File: config.mk
export PLATFORM = sky130hd
export DESIGN_NAME = count_expander
export DESIGN_NICKNAME = d
export VERILOG_FILES = /design/src/rtl/count_expander.sv
export SDC_FILE = /design/constraint.sdc
export NUM_CORES = 1
export LEC_CHECK = 0
export BUFFER_PORTS_ARGS = -buffer_cell sky130_fd_sc_hd__buf_4
export CAP_MARGIN = 15
export CORE_MARGIN = 2
export CORE_UTILIZATION = 30
export DETAILED_ROUTE_END_ITERATION = 12
export GPL_TIMING_DRIVEN = 0
export HOLD_SLACK_MARGIN = 0.05
export SKIP_LAST_GASP = 1
export SLEW_MARGIN = 20
export SYNTH_ARGS = -nofsm -noshare
export SYNTH_HDL_FRONTEND = slang
export SYNTH_SLANG_ARGS = --single-unit
File: constraint.sdc
create_clock -name clk -period 5.25 [get_ports clk]
set_clock_uncertainty 0.2 [all_clocks]
set_input_delay 0.2625 -clock clk [delete_from_list [all_inputs] [get_ports clk]]
set_output_delay 0.2625 -clock clk [all_outputs]
set_load 0.05 [all_outputs]
File: src/rtl/count_expander.sv
// rtl/count_expander.sv - ones-count to thermometer bit-frame serializer with count FIFO (optional COUNT_EXPANDER_ERR_EN adds sticky err)
module count_expander #(
    parameter int FRAME_BITS = 7,
    parameter int CNT_W      = 3,
    parameter int DEPTH      = 4
) (
    input  logic             clk,
    input  logic             nReset,
    input  logic             in_valid,
    output logic             in_ready,
    input  logic [CNT_W-1:0] in_count,
    output logic             out_valid,
    input  logic             out_ready,
    output logic             out_bit,
    output logic             out_last,
    output logic             busy
`ifdef COUNT_EXPANDER_ERR_EN
    ,
    output logic             err
`endif
);

    localparam int AW = $clog2(DEPTH);
    localparam int IW = $clog2(FRAME_BITS + 1);

    localparam logic [CNT_W-1:0] FB_CNT   = CNT_W'(FRAME_BITS);
    localparam logic [IW-1:0]    FB_IDX   = IW'(FRAME_BITS);
    localparam logic [IW-1:0]    LAST_IDX = IW'(FRAME_BITS - 1);

    localparam logic [0:0] S_IDLE = 1'b0;
    localparam logic [0:0] S_EMIT = 1'b1;

    logic [CNT_W-1:0] mem [DEPTH];
    logic [AW:0]      wr_ptr;
    logic [AW:0]      rd_ptr;
    logic             fifo_empty;
    logic             fifo_full;
    logic             push;
    logic             pop;
    logic [CNT_W-1:0] head;
    logic [IW-1:0]    head_ones;

    logic [0:0]       state;
    logic [IW-1:0]    idx;
    logic [IW-1:0]    ones;
    logic             at_last;

    // Extra pointer MSB tells a wrapped (full) FIFO apart from an empty one.
    assign fifo_empty = (wr_ptr == rd_ptr);
    assign fifo_full  = (wr_ptr[AW] != rd_ptr[AW]) && (wr_ptr[AW-1:0] == rd_ptr[AW-1:0]);
    assign in_ready   = !fifo_full;
    assign push       = in_valid && in_ready;

    // Saturate oversized counts so the frame is simply all ones.
    assign head      = mem[rd_ptr[AW-1:0]];
    assign head_ones = (head > FB_CNT) ? FB_IDX : IW'(head);

    // Pop when idle, or on the last accepted bit so back-to-back frames have no bubble.
    assign at_last = (state == S_EMIT) && (idx == LAST_IDX);
    assign pop     = !fifo_empty && ((state == S_IDLE) || (out_ready && at_last));

    // All outputs derive from registered state only, so a stall cannot glitch them.
    assign out_valid = (state == S_EMIT);
    assign out_bit   = out_valid && (idx < ones);
    assign out_last  = at_last;
    assign busy      = out_valid || !fifo_empty;

    // Count storage; contents are don't-care until written, so no reset is needed.
    always_ff @(posedge clk) begin
        if (push) begin
            mem[wr_ptr[AW-1:0]] <= in_count;
        end
    end

    // FIFO pointers; simultaneous push and pop leave occupancy unchanged.
    always_ff @(posedge clk or negedge nReset) begin
        if (!nReset) begin
            wr_ptr <= '0;
            rd_ptr <= '0;
        end else begin
            if (push) begin
                wr_ptr <= wr_ptr + 1'b1;
            end
            if (pop) begin
                rd_ptr <= rd_ptr + 1'b1;
            end
        end
    end

    // Serializer: load a frame on pop, advance one bit per output handshake.
    always_ff @(posedge clk or negedge nReset) begin
        if (!nReset) begin
            state <= S_IDLE;
            idx   <= '0;
            ones  <= '0;
        end else if (pop) begin
            state <= S_EMIT;
            idx   <= '0;
            ones  <= head_ones;
        end else if ((state == S_EMIT) && out_ready) begin
            if (at_last) begin
                state <= S_IDLE;
            end else begin
                idx <= idx + IW'(1);
            end
        end
    end

`ifdef COUNT_EXPANDER_ERR_EN
    // Sticky flag for any accepted count that had to be saturated.
    always_ff @(posedge clk or negedge nReset) begin
        if (!nReset) begin
            err <= 1'b0;
        end else if (push && (in_count > FB_CNT)) begin
            err <= 1'b1;
        end
    end
`endif

endmodule

-- Word level (Yosys, flattened, before mapping)
Memory sizes are Yosys's and may differ from the RTL's.
Cells that the tools add are included.
- input bits: 7
- bits in writable memories: 12
- memories: 1
- output and inout port bits: 5
- register bits: 13
- logic and storage cells: 41
- memory list (name ; depth ; bits a word ; read ports ; clocked after Yosys merged registers in ; write ports ; line ; source):
    mem ; 4 ; 3 ; 1 ; 0 ; 1 ; 33 ; logic [CNT_W-1:0] mem [DEPTH];
- $add $sub $neg: 3
- equal/unequal tests: 5
- bitwise logic cells: 1
- reductions and logical operators: 15
- mux-type cells: 9
- order comparisons: 2
- operator list (operator ; count):
    2-to-1 mux 3 bit ; 4
    adder 3 x 1 -> 3 bit, second input constant ; 3
    logical AND 1 bit ; 7
    2-to-1 mux 1 bit ; 5
    AND reduction 2 bit ; 2
    nonzero test 2 bit ; 2
    == test 3 bit ; 1
    == test 3 bit, second input constant ; 1
    greater-than comparator 3 bit, second input constant ; 1
    < comparator 3 bit ; 1
    == test 2 bit ; 1
    logical NOT 1 bit ; 2
    logical OR 1 bit ; 2
    != test 2 bit, second input constant ; 1
    != test 1 bit ; 1
    inverter 1 bit ; 1

-- Depth between registers and ports, before layout
Gate-level depths: netlist of the first run.
- word-level depth: 7
- gate-level depth with buffers: 6
- depth with buffers taken out: 6

-- Worst setup path after synthesis of the first run
OpenSTA, ideal clock, no wires.
- kind: register to register
- from: register rd_ptr[0]
- to: register wr_ptr[2]
- arrival time: 1831 ps
- data required time: 4921 ps
- slack: 3089 ps
- path buffers: 1
- setup time: 129 ps
- clock period less this slack: 2161 ps
- stages on the path, launching flop included: 6
- path through: dfrtp_1 buf_4 xnor2_2 nand3b_1 and3_1 xor2_1
- word-level cells in the longest chain between the ends: 4
- ends and longest elaborated chain (element ; line ; source):
    from (decl) ; 35 ; logic [AW:0] rd_ptr;
    from (signal assigned) ; 85 ; rd_ptr <= rd_ptr + 1'b1;
    == test 2 bit ; 50 ; assign fifo_full = (wr_ptr[AW] != rd_ptr[AW]) && (wr_ptr[AW-1:0] == rd_ptr[AW-1:0]);
    logical AND 1 bit ; 50 ;
    logical NOT 1 bit ; 51 ; assign in_ready = !fifo_full;
    net in_ready ; 10 ; output logic in_ready,
    logical AND 1 bit ; 52 ; assign push = in_valid && in_ready;
    to (signal assigned) ; 82 ; wr_ptr <= wr_ptr + 1'b1;
    to (decl) ; 34 ; logic [AW:0] wr_ptr;
The timed path passes the listed nets, and every way through them passes these cells.
A chain may end at the register's enable or synchronous reset.

-- Worst setup path after layout of the first run
- from: register rd_ptr[0]
- to: output port busy
- word-level cells in the longest chain between the ends: 3
- ends and longest elaborated chain (element ; line ; source):
    == test 3 bit ; 49 ; assign fifo_empty = (wr_ptr == rd_ptr);
    logical NOT 1 bit ; 66 ; assign busy = out_valid || !fifo_empty;
    logical OR 1 bit ; 66 ;
    to (decl) ; 16 ; output logic busy
Every way passes these cells.

==> results.md, run 1 <==
* Status: completed
* Synthesized area at 1250 um2
* Routed Antenna Nets at 0
* Post-cts resize count at 0
* Largest fanout on the critical path at 5
* CTS buffer count at 3
* Drt total wl at 1960 um
* Synth area leader: edfxtp_1
* Core ar. at 4000 um2
* Clock Path Buffers at 2
* # port buffers at 11
* Rows at 23
* Worst Max-Slew Pin Slew at 351 ps
* Yosys reg bits at 25
* Router iterations before antenna repair at 4
* Overall power at 0.000839 W
* DIE AREA at 4700 um2
* Clk sinks at 25
* Critical Path Start Type: register
* Worst Path Required at 4790 ps
* Seq/Total Area, Yosys at 54.9%
* Total GRT Usage at 10.3%
* Min Tclk post-route at 2200 ps
* Yosys warnings at 0
* HPWL after detailed placement at 1440 um
* RSZ-0062 raised after global routing: no
* Vias after detailed routing at 735
* Overflow after GRT at 0
* Final count of hold timing violations at 0
* CTS Root Cell: clkbuf_8
* Area Overhead vs Synth at 18.8%
* Hold Crit Class: input port to register
* P per Cell Area at 565 nW/um2
* Initial core utilization at 31.2%
* Hold_buf cts at 4
* CTS HTree Levels at 1
* Area share of the largest cell type after synthesis at 28.8%
* Largest net degree at the start of global routing at 17
* Fin crit share at 42.0%
* First-pass GRT wire length at 3480 um
* Setup crit end kind: output pin
* Final Util at 37.1%
* Max cap viols at 0
* N_diodes at 0
* Final Max Slew Viols at 0
* Vias per cell at 4.68
* Placer Congestion at 0.690
* Die W at 68.6 um
* Fmax achieved at 0.454 GHz
* Post-Synthesis Mean Instance Area at 14.2 um2
* EDFF count, synth at 12
* Post-Syn Instances at 88
* Worst rel slew slack at 76.5%
* Leading cell type in the layout, fill and taps excluded: dfrtp_1
* Ratio of cells with drive above 1 in the final layout at 22.4%
* Number of global-route vias before repair at 776
* Die height at 68.6 um
* Syn nets at 104
* Final setup viols at 0
* Asr flop ratio synth at 52.0%
* Postcts setup bufs at 0
* CTS clock-pin slew for the worst setup and hold paths at 90 ps
* Setup TNS at 0 ps
* # IOs at 12
* # fillers at 389
* Worst setup path class: register to output pin
* Synth area leaders: edfxtp_1, dfrtp_1, ha_1
* Drt drc at 0
* Peak supply drop at 0.277 mV
* Synth Flop Type: dfrtp_1
* CTS tree: yes
* Initial antenna violation count at 0
* Clk Latency, worst-skew pair at 270 ps
* Synth unique cells at 28
* CP arrival at 1740 ps
* DR iter-0 viols at 19
* WL/cell at 12.5 um
* Leakage dissipation at 0.635 nW
* Most frequent cells in the layout: dfrtp_1, buf_4, edfxtp_1, ha_1, o21ai_0
* Layout Nets at 124
## cell usage after synthesis, types with 3 or more instances
| cell type | number |
|---|---|
| dfrtp_1 | 13 |
| edfxtp_1 | 12 |
| ha_1 | 9 |
| o21ai_0 | 6 |
| and3_1 | 5 |
| inv_1 | 5 |
| nand2_1 | 5 |
| mux4_1 | 3 |
| nand3_1 | 3 |
| xnor2_1 | 3 |
## kinds of logic after synthesis
kind of cell / count (synthesis) / synth area share [%]
compound gates: 14 / 8.61
xor+xnor: 7 / 6.11
fa+ha+maj: 9 / 9.01
buf+inv: 7 / 2.40
flops: 25 / 54.9
mux: 7 / 10.2
simple gates: 19 / 8.81
## stage by stage
stage / hold slack (ps) / cells / worst slack, ps / area, um2
CTS: 89.1 / 157 / 3020 / 1490
detailed placement: -79.6 / 149 / 3280 / 1400
global placement: -87.0 / 149 / 3340 / 1400
finish: 88.6 / 157 / 3050 / 1490
floorplan: -233 / 88 / 3090 / 1250
global route: 91.2 / 157 / 2910 / 1490
## final cells by class
type | count | area [um2] | area share (%)
Timing Repair Buffer | 15 | 123 | 8.26
Multi-Input combinational cell | 56 | 534 | 36.0
Tap cell | 50 | 62.6 | 4.21
Inverter | 5 | 18.8 | 1.26
Sequential cell | 25 | 686 | 46.2
Buffer | 2 | 11.3 | 0.758
Clock buffer | 3 | 41.3 | 2.78
Clock inverter | 1 | 8.76 | 0.590
## worst max-delay path: stages (launching register included)
cell	delay, ps
dfrtp_1	390
buf_4	170
xnor2_2	230
nand3_1	180
or2_2	310
buf_4	190
## worst paths after layout
| path | start | end | slack (ps) | cells past startpoint |
|---|---|---|---|---|
| min in group asynchronous | nReset | idx[2] | 170 | 2 |
| hold / removal | in_valid | wr_ptr[0] | 90 | 3 |
| setup / recovery | rd_ptr[0] | busy | 3050 | 5 |
| hold reg to reg | wr_ptr[2] | wr_ptr[2] | 290 | 1 |
| setup reg to reg | idx[0] | ones[0] | 3280 | 5 |
| max in group asynchronous | nReset | idx[0] | 4520 | 2 |
## routing by layer
metal	track usage, %	wire (um)
met3	3.41	83
met4	3.00	29
met2	18.1	920
met5	0	0
met1	11.9	924
## power breakdown
group	switching (W)	total [W]	internal [W]
clock network	0.0000625	0.000118	0.0000556
logic	0.000215	0.000391	0.000176
registers	0.0000547	0.000330	0.000275
## state kept, by name, summed over array words and instances (netlist names)
name,count
idx,3
mem,12
ones,3
out_valid,1
rd_ptr,3
wr_ptr,3
Power figures use the tool's default switching activity.
==> run 2, diff against run 1 <==
==> constraint.sdc (replaced) <==
create_clock -name clk -period 1.85 [get_ports clk]
set_clock_uncertainty 0.2 [all_clocks]
set_input_delay 0.0925 -clock clk [delete_from_list [all_inputs] [get_ports clk]]
set_output_delay 0.0925 -clock clk [all_outputs]
set_load 0.05 [all_outputs]
==> results.md, run 2 (synthesis gave the netlist of run 1 again) <==
* Status: completed
* CTS tree: yes
* Max cap viols at 0 (unchanged)
* Hold Crit Depth at 1 (-2)
* Largest fanout on the critical path at 5 (unchanged)
* Reg2reg start: wr_ptr[2]
* Area after DPL at 1430 um2 (+2.6%)
* Drt total wl at 2190 um (+12%)
* R2r endpoint: mem[0][2]
* Clk Latency, worst-skew pair at 260 ps (about the same)
* Min Tclk post-route at 1820 ps
* Placed Cells at 149 (unchanged)
* Placer Congestion at 0.670 (-2.8%)
* Clock Path Buffers at 2 (unchanged)
* Router iterations before antenna repair at 4 (unchanged)
* Worst Max-Slew Pin Slew at 601 ps (+250 ps)
* Worst Path Required at 1560 ps (-3230 ps)
* R2r worst-path depth at 4 (-1)
* HPWL after detailed placement at 1570 um (+9.1%)
* Total GRT Usage at 10.6% (+0.30 points)
* Number of global-route vias before repair at 802 (+3.4%)
* DR iter-0 viols at 17 (-2)
* DIE AREA at 4700 um2 (unchanged)
* Finished Layout Cells at 171 (+8.9%)
* WHS at 331 ps (+242 ps)
* Peak supply drop at 1.07 mV (+280%)
* Final Max Slew Viols at 0 (unchanged)
* Hold EP: wr_ptr[2]
* Fin crit share at 98.2%
* Leading cell type in the layout, fill and taps excluded: buf_4
* WL/cell at 12.8 um (+2.7%)
* Most common cell on crit path: buf_6
* Layout Nets at 138 (+11%)
* Die height at 68.6 um (unchanged)
* Worst R2R Setup Slack at 30 ps (-3250 ps)
* Hold Crit Class: register to register
* Setup crit end kind: output pin
* Worst setup path class: register to output pin
* Drt drc at 0 (unchanged)
* Leakage dissipation at 0.700 nW (+10%)
* Routed Antenna Nets at 0 (unchanged)
* Hold_sp: wr_ptr[2]
* Core ar. at 4000 um2 (unchanged)
* Crit path buf inv count at 2 (unchanged)
* Fmax achieved at 0.550 GHz
* CTS buffer count at 3 (unchanged)
* Final count of hold timing violations at 0 (unchanged)
* CTS HTree Levels at 1 (unchanged)
* # IOs at 12 (unchanged)
* RSZ-0062 raised after global routing: yes
* Max stage delay cell, worst path: dfrtp_1
* Ratio of cells with drive above 1 in the final layout at 41.3% (+19 points)
* Rows at 23 (unchanged)
* Critical Path Start Type: register
* Overflow after GRT at 0 (unchanged)
* Area Overhead vs Synth at 35.1%
* Initial antenna violation count at 0 (unchanged)
* Worst rel slew slack at 59.8% (-17 points)
* Max reg flops at 12 (unchanged)
* CP delay by family, top: flip-flops
* Setup TNS at 0 ps (unchanged)
* Most frequent cells in the layout: buf_4, edfxtp_1, dfrtp_1, ha_1, dlygate4sd3_1
* Critical Path Stages at 5 (unchanged)
* N_diodes at 0 (unchanged)
* P per Cell Area at 1650 nW/um2 (+190%)
* Final Util at 42.2% (+5.1 points)
* Final setup viols at 0 (unchanged)
* Clk sinks at 25 (unchanged)
* First-pass GRT wire length at 3600 um (+3.4%)
* Post-route design area at 1690 um2 (+14%)
* Largest net degree at the start of global routing at 16 (-1)
* Vias after detailed routing at 789 (+7.3%)
* CP peak stage delay at 400 ps (about the same)
* Vias per cell at 4.61 (-1.4%)
* CTS clock-pin slew for the worst setup and hold paths at 90 ps (about the same)
* Initial core utilization at 31.2% (unchanged)
* # port buffers at 11 (unchanged)
* # fillers at 358 (-8.0%)
* CTS Root Cell: clkbuf_8
* CP arrival at 1520 ps (-220 ps)
* Worst path cell trace: buf_6 > xnor2_4 > nand3_2 > or2_2 > buf_6
* Die W at 68.6 um (unchanged)
run 2: cell types whose count changed in the layout (fill, tap and decap cells not counted), sizes merged:
| cell | change |
|---|---|
| buf | +11 |
| clkinvlp | +1 |
| dlygate4sd3 | +3 |
| inv | -1 |
run 2: cell type report:
cell class	count	area (um2)	area share (%)
clock inverters	1	7.51	0.444
plain buffers	2	15.0	0.889
repair buffers	29	243	14.4
clock buffers	3	41.3	2.44
inverters	5	18.8	1.11
multi-input cells	56	612	36.2
flip-flops and latches	25	689	40.8
well taps	50	62.6	3.70
run 2: layer usage:
layer,routed length [um],share of wire [%],GRT usage [%],vias to the layer above
met3,21,0.96,1.14,2
met1,940,43,11.9,392
met5,0,0,0,-
li1,-,-,-,389
met2,1190,54,19.7,6
met4,35,1.6,5.25,0
run 2: worst max-delay path by stage:
stage          startpoint        end  slack, ps
2_1_floorplan   rd_ptr[0]  wr_ptr[2]       -230
3_3_place_gp       idx[0]    ones[0]        -60
3_5_place_dp       idx[0]    ones[0]       -110
4_1_cts            idx[0]    ones[0]        -20
5_1_grt           ones[1]    out_bit        -30
6_report        rd_ptr[0]       busy         30
run 2: report_power, final:
part	internal (W)	switching [W]	total [W]
sequential	0.000789	0.000177	0.000966
combinational	0.000787	0.000709	0.00150
clock	0.000152	0.000171	0.000323
total	0.00173	0.00106	0.00279
run 2: metrics by stage:
step | power [W] | worst slack (ps)
floorplan | 0.00187 | -226
global placement | 0.00210 | -57.7
detailed placement | 0.00215 | -107
CTS | 0.00270 | -15.7
global route | 0.00299 | -28.9
finish | 0.00279 | 32.9
run 2: worst register-to-register path, cell delays in order, from the launching register on:
cell and delay (ps):
dfrtp_1 420, xnor2_2 270, nand3b_1 280, buf_4 170, and3_4 200
run 2: repair_timing:
action                     CTS  global route
resized for setup            8             7
hold buffers                 7             0
setup endpoints to repair    6             7
pin swaps                    3             5
setup buffers                8             3
hold endpoints to repair    30             0
==> run 3, diff against run 2 <==
==> constraint.sdc (replaced) <==
create_clock -name clk -period 1.85 [get_ports clk]
set_clock_uncertainty 0.2 [all_clocks]
set_input_delay 0.37 -clock clk [delete_from_list [all_inputs] [get_ports clk]]
set_output_delay 0.37 -clock clk [all_outputs]
set_load 0.05 [all_outputs]
==> results.md, run 3 (synthesis gave the netlist of run 1 again) <==
* Final Util at 41.0% (-1.2 points)
* CTS Root Cell: clkbuf_8
* Area Overhead vs Synth at 31.3%
* Die W at 68.6 um (unchanged)
* Final count of hold timing violations at 0 (unchanged)
* Vias per cell at 4.70 (+2.0%)
* DR iter-0 viols at 10 (-7)
* Placer Congestion at 0.671 (+0.12%)
* Max reg flops at 12 (unchanged)
* Critical Path Start Type: register
* Drt total wl at 2330 um (+6.3%)
* Crit path from: idx[1]
* CTS buffer count at 3 (unchanged)
* Leakage dissipation at 0.691 nW (-1.2%)
* Clock Path Buffers at 2 (unchanged)
* # port buffers at 11 (unchanged)
* RSZ-0062 raised after global routing: yes
* Initial antenna violation count at 0 (unchanged)
* Core ar. at 4000 um2 (unchanged)
* Worst Max-Slew Pin Slew at 266 ps (-335 ps)
* Largest fanout on the critical path at 2 (-3)
* Initial core utilization at 31.2% (unchanged)
* Layout Nets at 133 (-3.6%)
* Reg2reg start: wr_ptr[1]
* Vias after detailed routing at 781 (-1.0%)
* Final Max Slew Viols at 0 (unchanged)
* P per Cell Area at 1760 nW/um2 (+6.6%)
* Register area at 691 um2 (+0.18%)
* Leading cell type in the layout, fill and taps excluded: buf_4
* Hold_sp: in_count[0]
* Fin crit share at 113% (+15 points)
* Failing checks: setup timing
* Largest net degree at the start of global routing at 14 (-2)
* Fmax achieved at 0.478 GHz (-13%)
* Setup TNS at -647 ps (-647 ps)
* Rows at 23 (unchanged)
* Total GRT Usage at 11.9% (+1.3 points)
* Worst Path Required at 1280 ps (-280 ps)
* # IOs at 12 (unchanged)
* Max cap viols at 0 (unchanged)
* Area after DPL at 1440 um2 (+0.26%)
* Pre-CTS WS at -148 ps (-40.9 ps)
* DIE AREA at 4700 um2 (unchanged)
* Multi-input gate area at 599 um2 (-2.0%)
* Ratio of cells with drive above 1 in the final layout at 44.0% (+2.6 points)
* Min setup slack post-route at -244 ps (-277 ps)
* Final setup viols at 4 (+4)
* Overflow after GRT at 0 (unchanged)
* HPWL after detailed placement at 1670 um (+5.9%)
* Worst setup path class: register to output pin
* Peak supply drop at 0.681 mV (-36%)
* # fillers at 370 (+3.4%)
* Drt drc at 0 (unchanged)
* Hold Crit Class: input port to register
* Post-route design area at 1640 um2 (-2.8%)
* First-pass GRT wire length at 3960 um (+10%)
* CTS HTree Levels at 1 (unchanged)
* CP arrival at 1520 ps (about the same)
* CTS tree: yes
* N_diodes at 0 (unchanged)
* Die height at 68.6 um (unchanged)
* Most frequent cells in the layout: buf_4, edfxtp_1, dfrtp_1, ha_1
* Clk sinks at 25 (unchanged)
* WL/cell at 14.0 um (+9.6%)
* Status: finished with violations
* Min Tclk post-route at 2090 ps (+277 ps)
* Setup crit end kind: output pin
* CTS clock-pin slew for the worst setup and hold paths at 80 ps (about the same)
* Worst rel slew slack at 82.2% (+22 points)
* Router iterations before antenna repair at 4 (unchanged)
* Routed Antenna Nets at 0 (unchanged)
* Number of global-route vias before repair at 870 (+8.5%)
* Clk Latency, worst-skew pair at 260 ps (about the same)
[run 3: cell count changes in the layout (fill, tap and decap cells not counted), sizes merged]
| cell | previous run | this run |
|---|---|---|
| dlygate4sd3 | 7 | 1 |
| buf | 23 | 24 |
| clkbuf | 4 | 5 |
| clkinvlp | 1 | 0 |
[run 3: where the power goes]
part | leakage (nW) | internal, W | switching (W) | total [W]
sequential | 0.258 | 0.000789 | 0.000144 | 0.000933
clock | 0.0228 | 0.000154 | 0.000162 | 0.000316
combinational | 0.410 | 0.000865 | 0.000770 | 0.00164
total | 0.691 | 0.00181 | 0.00108 | 0.00288
[run 3: worst paths after layout]
check	cells after the start	endpoint	slack (ps)
worst max-delay path	5	out_bit	-240
worst min-delay path	1	mem[0][0]	110
worst max register to register	6	wr_ptr[1]	20
worst min register to register	1	wr_ptr[2]	330
max in group asynchronous	2	rd_ptr[1]	990
min in group asynchronous	2	idx[2]	280
[run 3: cell type report]
cell class	instances	area share, %
plain buffers	2	0.991
clock buffers	4	2.74
inverters	5	1.14
multi-input cells	56	36.5
flip-flops and latches	25	42.1
well taps	50	3.81
repair buffers	24	12.7
[run 3: worst max-delay path, cell delays in order (launching register included)]
cell,delay [ps]
dfrtp_1,390
ha_1,270
a21boi_1,130
o21ai_1,120
and3b_2,210
buf_8,140
[run 3: per-stage QoR]
step,std cells,hold WS (ps),power [W]
2_1_floorplan,88,-126,0.00188
3_3_place_gp,149,22.1,0.00210
3_5_place_dp,149,23.9,0.00217
4_1_cts,164,104,0.00284
5_1_grt,166,103,0.00308
6_report,166,108,0.00288
[run 3: timing repair]
item	CTS	global route
endpoints found under the setup margin	7	6
buffers inserted	10	3
gates cloned	0	0
hold endpoints to repair	13	0
resized for setup	15	5
pin swaps	5	6
hold buffers	1	0
[run 3: per-layer routing]
| layer | track usage (%) | vias to the layer above | part of all wire (%) | wire length, um |
|---|---|---|---|---|
| met1 | 11.8 | 382 | 38 | 896 |
| met3 | 1.62 | 4 | 1.7 | 40 |
| met4 | 8.25 | 0 | 2.9 | 67 |
| met5 | 0 | - | 0 | 0 |
| li1 | - | 385 | - | - |
| met2 | 22.6 | 10 | 57 | 1330 |
